[src/rtl/lab2_bcd_to_excess3_serial_if.sv]
// lab2_bcd_to_excess3_serial_if
//   Groups the frame-side signals of the bit-serial BCD-to-Excess-3 encoder.
//   master : drives clr / in_valid / bit_in and observes the results
//   slave  : the encoder itself
//   Signals:
//     clr        frame abort (synchronous)
//     in_valid   bit_in qualified
//     bit_in     BCD bit, LSB first
//     out_valid  out_bit qualified (registered)
//     out_bit    Excess-3 bit, LSB first (registered)
//     E_out      last completed Excess-3 code word
//     v          last completed frame was BCD 0-9
//     frame_done one-cycle pulse on E_out/v update
//     busy       frame partially received
interface lab2_bcd_to_excess3_serial_if;
  logic       clr;
  logic       in_valid;
  logic       bit_in;
  logic       out_valid;
  logic       out_bit;
  logic [3:0] E_out;
  logic       v;
  logic       frame_done;
  logic       busy;

  modport master (
    output clr, in_valid, bit_in,
    input  out_valid, out_bit, E_out, v, frame_done, busy
  );

  modport slave (
    input  clr, in_valid, bit_in,
    output out_valid, out_bit, E_out, v, frame_done, busy
  );
endinterface

[src/rtl/lab2_bcd_to_excess3_serial.sv]
// lab2_bcd_to_excess3_serial
//   Bit-serial BCD to Excess-3 encoder. A 4-bit digit arrives LSB first,
//   one bit per qualified cycle; a 7-state Mealy machine adds 0011 on the
//   fly and emits each Excess-3 bit one cycle later. At the end of each
//   frame the whole code word is presented in parallel together with a
//   BCD validity flag (digits 10-15 give E_out=0, v=0).
//   Ports:
//     clk    rising-edge clock
//     rst_n  asynchronous active-low reset
//     bus    slave side of lab2_bcd_to_excess3_serial_if
module lab2_bcd_to_excess3_serial (
  input  logic                            clk,
  input  logic                            rst_n,
  lab2_bcd_to_excess3_serial_if.slave     bus
);

  // Sn = bit position, Cx = carry into that position.
  typedef enum logic [2:0] {
    S0   = 3'd0,
    S1C0 = 3'd1,
    S1C1 = 3'd2,
    S2C0 = 3'd3,
    S2C1 = 3'd4,
    S3C0 = 3'd5,
    S3C1 = 3'd6
  } state_t;

  state_t     r_state;
  state_t     w_state_next;
  logic       w_accept;
  logic       w_out;
  logic       w_last;
  logic [3:0] w_digit;
  logic [3:0] w_code;

  logic [2:0] r_in_sr;
  logic [2:0] r_out_sr;
  logic       r_out_valid;
  logic       r_out_bit;
  logic [3:0] r_e_out;
  logic       r_v;
  logic       r_frame_done;

  // Next-state / Mealy output. The addend is 0011, so positions 0 and 1
  // add a 1 and positions 2 and 3 add only the incoming carry.
  always_comb begin
    w_state_next = r_state;
    w_out        = 1'b0;
    w_accept     = bus.in_valid && !bus.clr;
    w_last       = (r_state == S3C0) || (r_state == S3C1);

    case (r_state)
      S0: begin
        w_out = ~bus.bit_in;
        if (w_accept) w_state_next = bus.bit_in ? S1C1 : S1C0;
      end
      S1C0: begin
        w_out = ~bus.bit_in;
        if (w_accept) w_state_next = bus.bit_in ? S2C1 : S2C0;
      end
      S1C1: begin
        w_out = bus.bit_in;
        if (w_accept) w_state_next = S2C1;
      end
      S2C0: begin
        w_out = bus.bit_in;
        if (w_accept) w_state_next = S3C0;
      end
      S2C1: begin
        // x + carry: a set bit generates the carry into position 3
        w_out = ~bus.bit_in;
        if (w_accept) w_state_next = bus.bit_in ? S3C1 : S3C0;
      end
      S3C0: begin
        w_out = bus.bit_in;
        if (w_accept) w_state_next = S0;
      end
      S3C1: begin
        // carry out of position 3 is dropped
        w_out = ~bus.bit_in;
        if (w_accept) w_state_next = S0;
      end
      default: begin
        w_out        = 1'b0;
        w_state_next = S0;
      end
    endcase

    if (bus.clr) w_state_next = S0;
  end

  // Shift registers fill from the top so that after three shifts bit 0
  // of the frame sits in [0].
  assign w_digit = {bus.bit_in, r_in_sr};
  assign w_code  = {w_out, r_out_sr};

  always_ff @(posedge clk or negedge rst_n) begin
    if (!rst_n) begin
      r_state      <= S0;
      r_in_sr      <= 3'b000;
      r_out_sr     <= 3'b000;
      r_out_valid  <= 1'b0;
      r_out_bit    <= 1'b0;
      r_e_out      <= 4'b0000;
      r_v          <= 1'b0;
      r_frame_done <= 1'b0;
    end else begin
      r_state      <= w_state_next;
      r_out_valid  <= w_accept;
      r_frame_done <= w_accept && w_last;
      if (bus.clr) begin
        r_in_sr  <= 3'b000;
        r_out_sr <= 3'b000;
      end else if (w_accept) begin
        r_out_bit <= w_out;
        if (w_last) begin
          if (w_digit <= 4'd9) begin
            r_e_out <= w_code;
            r_v     <= 1'b1;
          end else begin
            r_e_out <= 4'b0000;
            r_v     <= 1'b0;
          end
        end else begin
          r_in_sr  <= {bus.bit_in, r_in_sr[2:1]};
          r_out_sr <= {w_out, r_out_sr[2:1]};
        end
      end
    end
  end

  assign bus.out_valid  = r_out_valid;
  assign bus.out_bit    = r_out_bit;
  assign bus.E_out      = r_e_out;
  assign bus.v          = r_v;
  assign bus.frame_done = r_frame_done;
  assign bus.busy       = (r_state != S0);

endmodule
[src/flat_wrapper.sv]
// flat-port wrapper written by rule: the top's interface ports become plain ports
module lab2_bcd_to_excess3_serial_flat 
  (clk, rst_n, bus_clr, bus_in_valid, bus_bit_in, bus_out_valid, bus_out_bit, bus_E_out, bus_v, bus_frame_done, bus_busy);
  lab2_bcd_to_excess3_serial_if bus_i ();
  input  logic clk;
  input  logic rst_n;
  input wire logic [$bits(bus_i.clr)-1:0] bus_clr;
  input wire logic [$bits(bus_i.in_valid)-1:0] bus_in_valid;
  input wire logic [$bits(bus_i.bit_in)-1:0] bus_bit_in;
  output wire logic [$bits(bus_i.out_valid)-1:0] bus_out_valid;
  output wire logic [$bits(bus_i.out_bit)-1:0] bus_out_bit;
  output wire logic [$bits(bus_i.E_out)-1:0] bus_E_out;
  output wire logic [$bits(bus_i.v)-1:0] bus_v;
  output wire logic [$bits(bus_i.frame_done)-1:0] bus_frame_done;
  output wire logic [$bits(bus_i.busy)-1:0] bus_busy;
  assign bus_i.clr = bus_clr;
  assign bus_i.in_valid = bus_in_valid;
  assign bus_i.bit_in = bus_bit_in;
  assign bus_out_valid = bus_i.out_valid;
  assign bus_out_bit = bus_i.out_bit;
  assign bus_E_out = bus_i.E_out;
  assign bus_v = bus_i.v;
  assign bus_frame_done = bus_i.frame_done;
  assign bus_busy = bus_i.busy;
  lab2_bcd_to_excess3_serial u_core (.clk(clk), .rst_n(rst_n), .bus(bus_i));
endmodule
[config.mk]
export PLATFORM = sky130hd
export DESIGN_NAME = lab2_bcd_to_excess3_serial_flat
export DESIGN_NICKNAME = d
export VERILOG_FILES = /design/src/rtl/lab2_bcd_to_excess3_serial_if.sv /design/src/rtl/lab2_bcd_to_excess3_serial.sv /design/src/flat_wrapper.sv
export SDC_FILE = /design/constraint.sdc
export NUM_CORES = 1
export LEC_CHECK = 0
export BUFFER_PORTS_ARGS = -buffer_cell sky130_fd_sc_hd__buf_2
export CAP_MARGIN = 20
export CORE_MARGIN = 1
export CORE_UTILIZATION = 35
export DETAILED_ROUTE_END_ITERATION = 10
export PLACE_DENSITY = 0.62
export RECOVER_POWER = 25
export SYNTH_ARGS = -nofsm -noshare
export SYNTH_HDL_FRONTEND = slang
export SYNTH_SLANG_ARGS = --single-unit
[constraint.sdc]
create_clock -name clk -period 2.1 [get_ports clk]
set_input_delay 0.525 -clock clk [delete_from_list [all_inputs] [get_ports clk]]
set_output_delay 0.525 -clock clk [all_outputs]
set_load 0.01 [all_outputs]
==> flow_summary.toml <==
[outcome]
outcome = "finished clean"

[detailed_routing]
drc = 0
via_per_inst = 5.30
drtAntennaViolNets = 0
vias = 604
drt_wl_total_um = 1470
drt_iter0_markers = 15
firstDrtPassIters = 6
wl_per_cell_um = 12.9

[clock_network]
cts-resized-gates = 0
cts.clk_slew.worst_paths_ns = 0.09
cts_root_buf = "clkbuf_4"
cts.htree.levels = 1
cts_buffers = 3
cts_setup_buffers = 0
clkLatencyLatePin_ns = 0.28
cts_sinks = 16
cts_tree = "yes"
hold_buffers = 0
cts_buffer_depth = 2

[layout]
nets = 92
regArea_um2 = 400
num_antenna_cells = 0
n_fill_cell = 222
multiInputGateArea_um2 = 383
final_layout_size_suffix_gt1_share_pct = 30.2
design_area_um2 = 930
area_growth_pct = 11.4

[synthesis]
synth_cells = 74
ys_warn_count = 0
synth.avg_cell_area_um2 = 11.3
yosys.area.top_type = "dfrtp_1"
synth_edf_count = 0
ys.flop_type = "dfrtp_1"
synth-async-reset-ratio_pct = 100
ys_ff_latch = 16
synth_top_area_share_pct = 48.0
synth_nets = 79
ys_top_cells_by_area = "dfrtp_1 48%, a22o_1 5.2%, xnor2_4 3.3%"
synth-seq-area-share_pct = 48.0
synth_area_um2 = 835
yosysUniqueCellTypes = 35

[worst_setup_path]
cpPeakStageDelay_ns = 0.56
crit_chain = "or3_1 > buf_2"
start_kind = "register"
r2r_setup_slack_ns = 0.62
cp-end-kind = "output pin"
crit_fanout = 13
slowest_stage = "dfrtp_1"
critPathKind = "reg2out"
worstPathRequired_ns = 1.57
cp.arrival_ns = 1.38

[sta]
skew_ns = 0.00122
tightest_slew_ns = 0.849
max-slew-margin-rel_pct = 43.4
fin_crit_ns = 1.90
finalCritPeriodShare_pct = 90.5
drv_slew = 0
fin_setup_tns_ns = 0
hold_viol = 0
rsz0062_at_grt = "no"
clock.fmax_ghz = 0.526
setup_violations = 0

[floorplanning]
start_util_pct = 37.4
num_rows = 17
die_area_um2 = 2580
die_h_um = 50.8
io-pin-count = 14
die_w_um = 50.8
core_area_um2 = 2230

[grt]
antenna_found_initial = 0
grtUsageTotal_pct = 12.7
grt_pass1_wl_um = 2420
grt_pass1_vias = 536
gr-total-overflow = 0
grt_max_degree = 17

[power_and_ir_drop]
leakagePower_nw = 0.421
peakVddDrop_v = 0.000252
p_per_area_nw_per_um2 = 746

[placement]
dp_hpwl_um = 1030
place_area_um2 = 895
io_buffer_count = 13
gp_congestion = 0.711

[hold_path]
min_path_type = "in2async"

[job]
cap_violations = 0
Yosys cell counts, types with 2 or more instances:
| library cell | number |
|---|---|
| dfrtp_1 | 16 |
| nor3b_1 | 3 |
| and2b_2 | 2 |
| a21oi_1 | 5 |
| inv_1 | 3 |
| nand2_1 | 4 |
| a22o_1 | 5 |
| o21ai_0 | 2 |
| buf_6 | 2 |
| o31ai_1 | 3 |
| buf_2 | 2 |
| o21ai_1 | 4 |
stage by stage:
step	setup slack (ns)	util, %	std cells	hold WS (ns)	total power [mW]
floorplan	0.570	-	74	0.229	0.462
global placement	0.523	40.1	110	0.445	0.501
detailed placement	0.496	40.1	110	0.455	0.506
CTS	0.179	41.7	114	0.150	0.704
global route	0.124	41.6	114	0.387	0.737
finish	0.199	41.6	114	0.322	0.693
cell families after synthesis:
group	count (synthesis)	synth area share, %
xor+xnor	1	3.30
flops	16	48.0
mux	2	3.15
buf+inv	8	6.15
simple gates	22	18.7
compound gates	25	20.7
registers in the layout, summed over array words and instances, names as in the netlist:
register               flops
u_core.r_out_sr            3
u_core.bus.v               1
u_core.bus.out_bit         1
u_core.bus.frame_done      1
u_core.r_state             3
u_core.bus.out_valid       1
u_core.r_in_sr             2
u_core.bus.E_out           4
power breakdown:
part           switching (mW)  internal [mW]  total (mW)
Clock                  0.0910          0.105       0.196
Sequential             0.0284          0.336       0.364
Combinational          0.0688         0.0640       0.133
Total                   0.188          0.505       0.693
cell usage in the layout (no fill, tap or decap), drive strengths merged, types with 2 or more instances in the layout:
cell type and instances:
o21ai 6, buf 12, nand3b 2, nor3b 3, or3 2, mux2 2, a22o 5, dfrtp 16
clkbuf 5, inv 3, nand2 4, a21oi 5, o31ai 3, nor2 2, and2b 3
worst paths after layout:
| kind | from | endpoint | cells after the start |
|---|---|---|---|
| max | u_core.r_state[0] | bus_busy | 2 |
| min | rst_n | u_core.bus.v | 1 |
| max reg2reg | u_core.r_state[1] | u_core.r_out_sr[1] | 3 |
| min reg2reg | u_core.bus.v | u_core.bus.v | 1 |
| max in group asynchronous | rst_n | u_core.bus.E_out[2] | 1 |
| min in group clk | bus_clr | u_core.r_state[0] | 2 |
cell type report:
cell class / instances / area share, %
Timing Repair Buffer: 13 / 6.86
Tap cell: 28 / 3.77
Sequential cell: 16 / 43.1
Inverter: 3 / 1.21
Clock buffer: 4 / 3.90
Multi-Input combinational cell: 50 / 41.2
per-layer routing:
layer,routed length [um],GRT usage (%)
met5,0,0
met4,18,5.56
met3,57,2.68
met2,655,18.9
met1,743,17.6
worst max-delay path, delay by kind of cell (launching register included):
kind	cells	cell delay, ns
flip-flops	1	0.56
AND/OR/NAND/NOR	1	0.40
buffers and inverters	1	0.14
(Power assumes the default switching activity.)
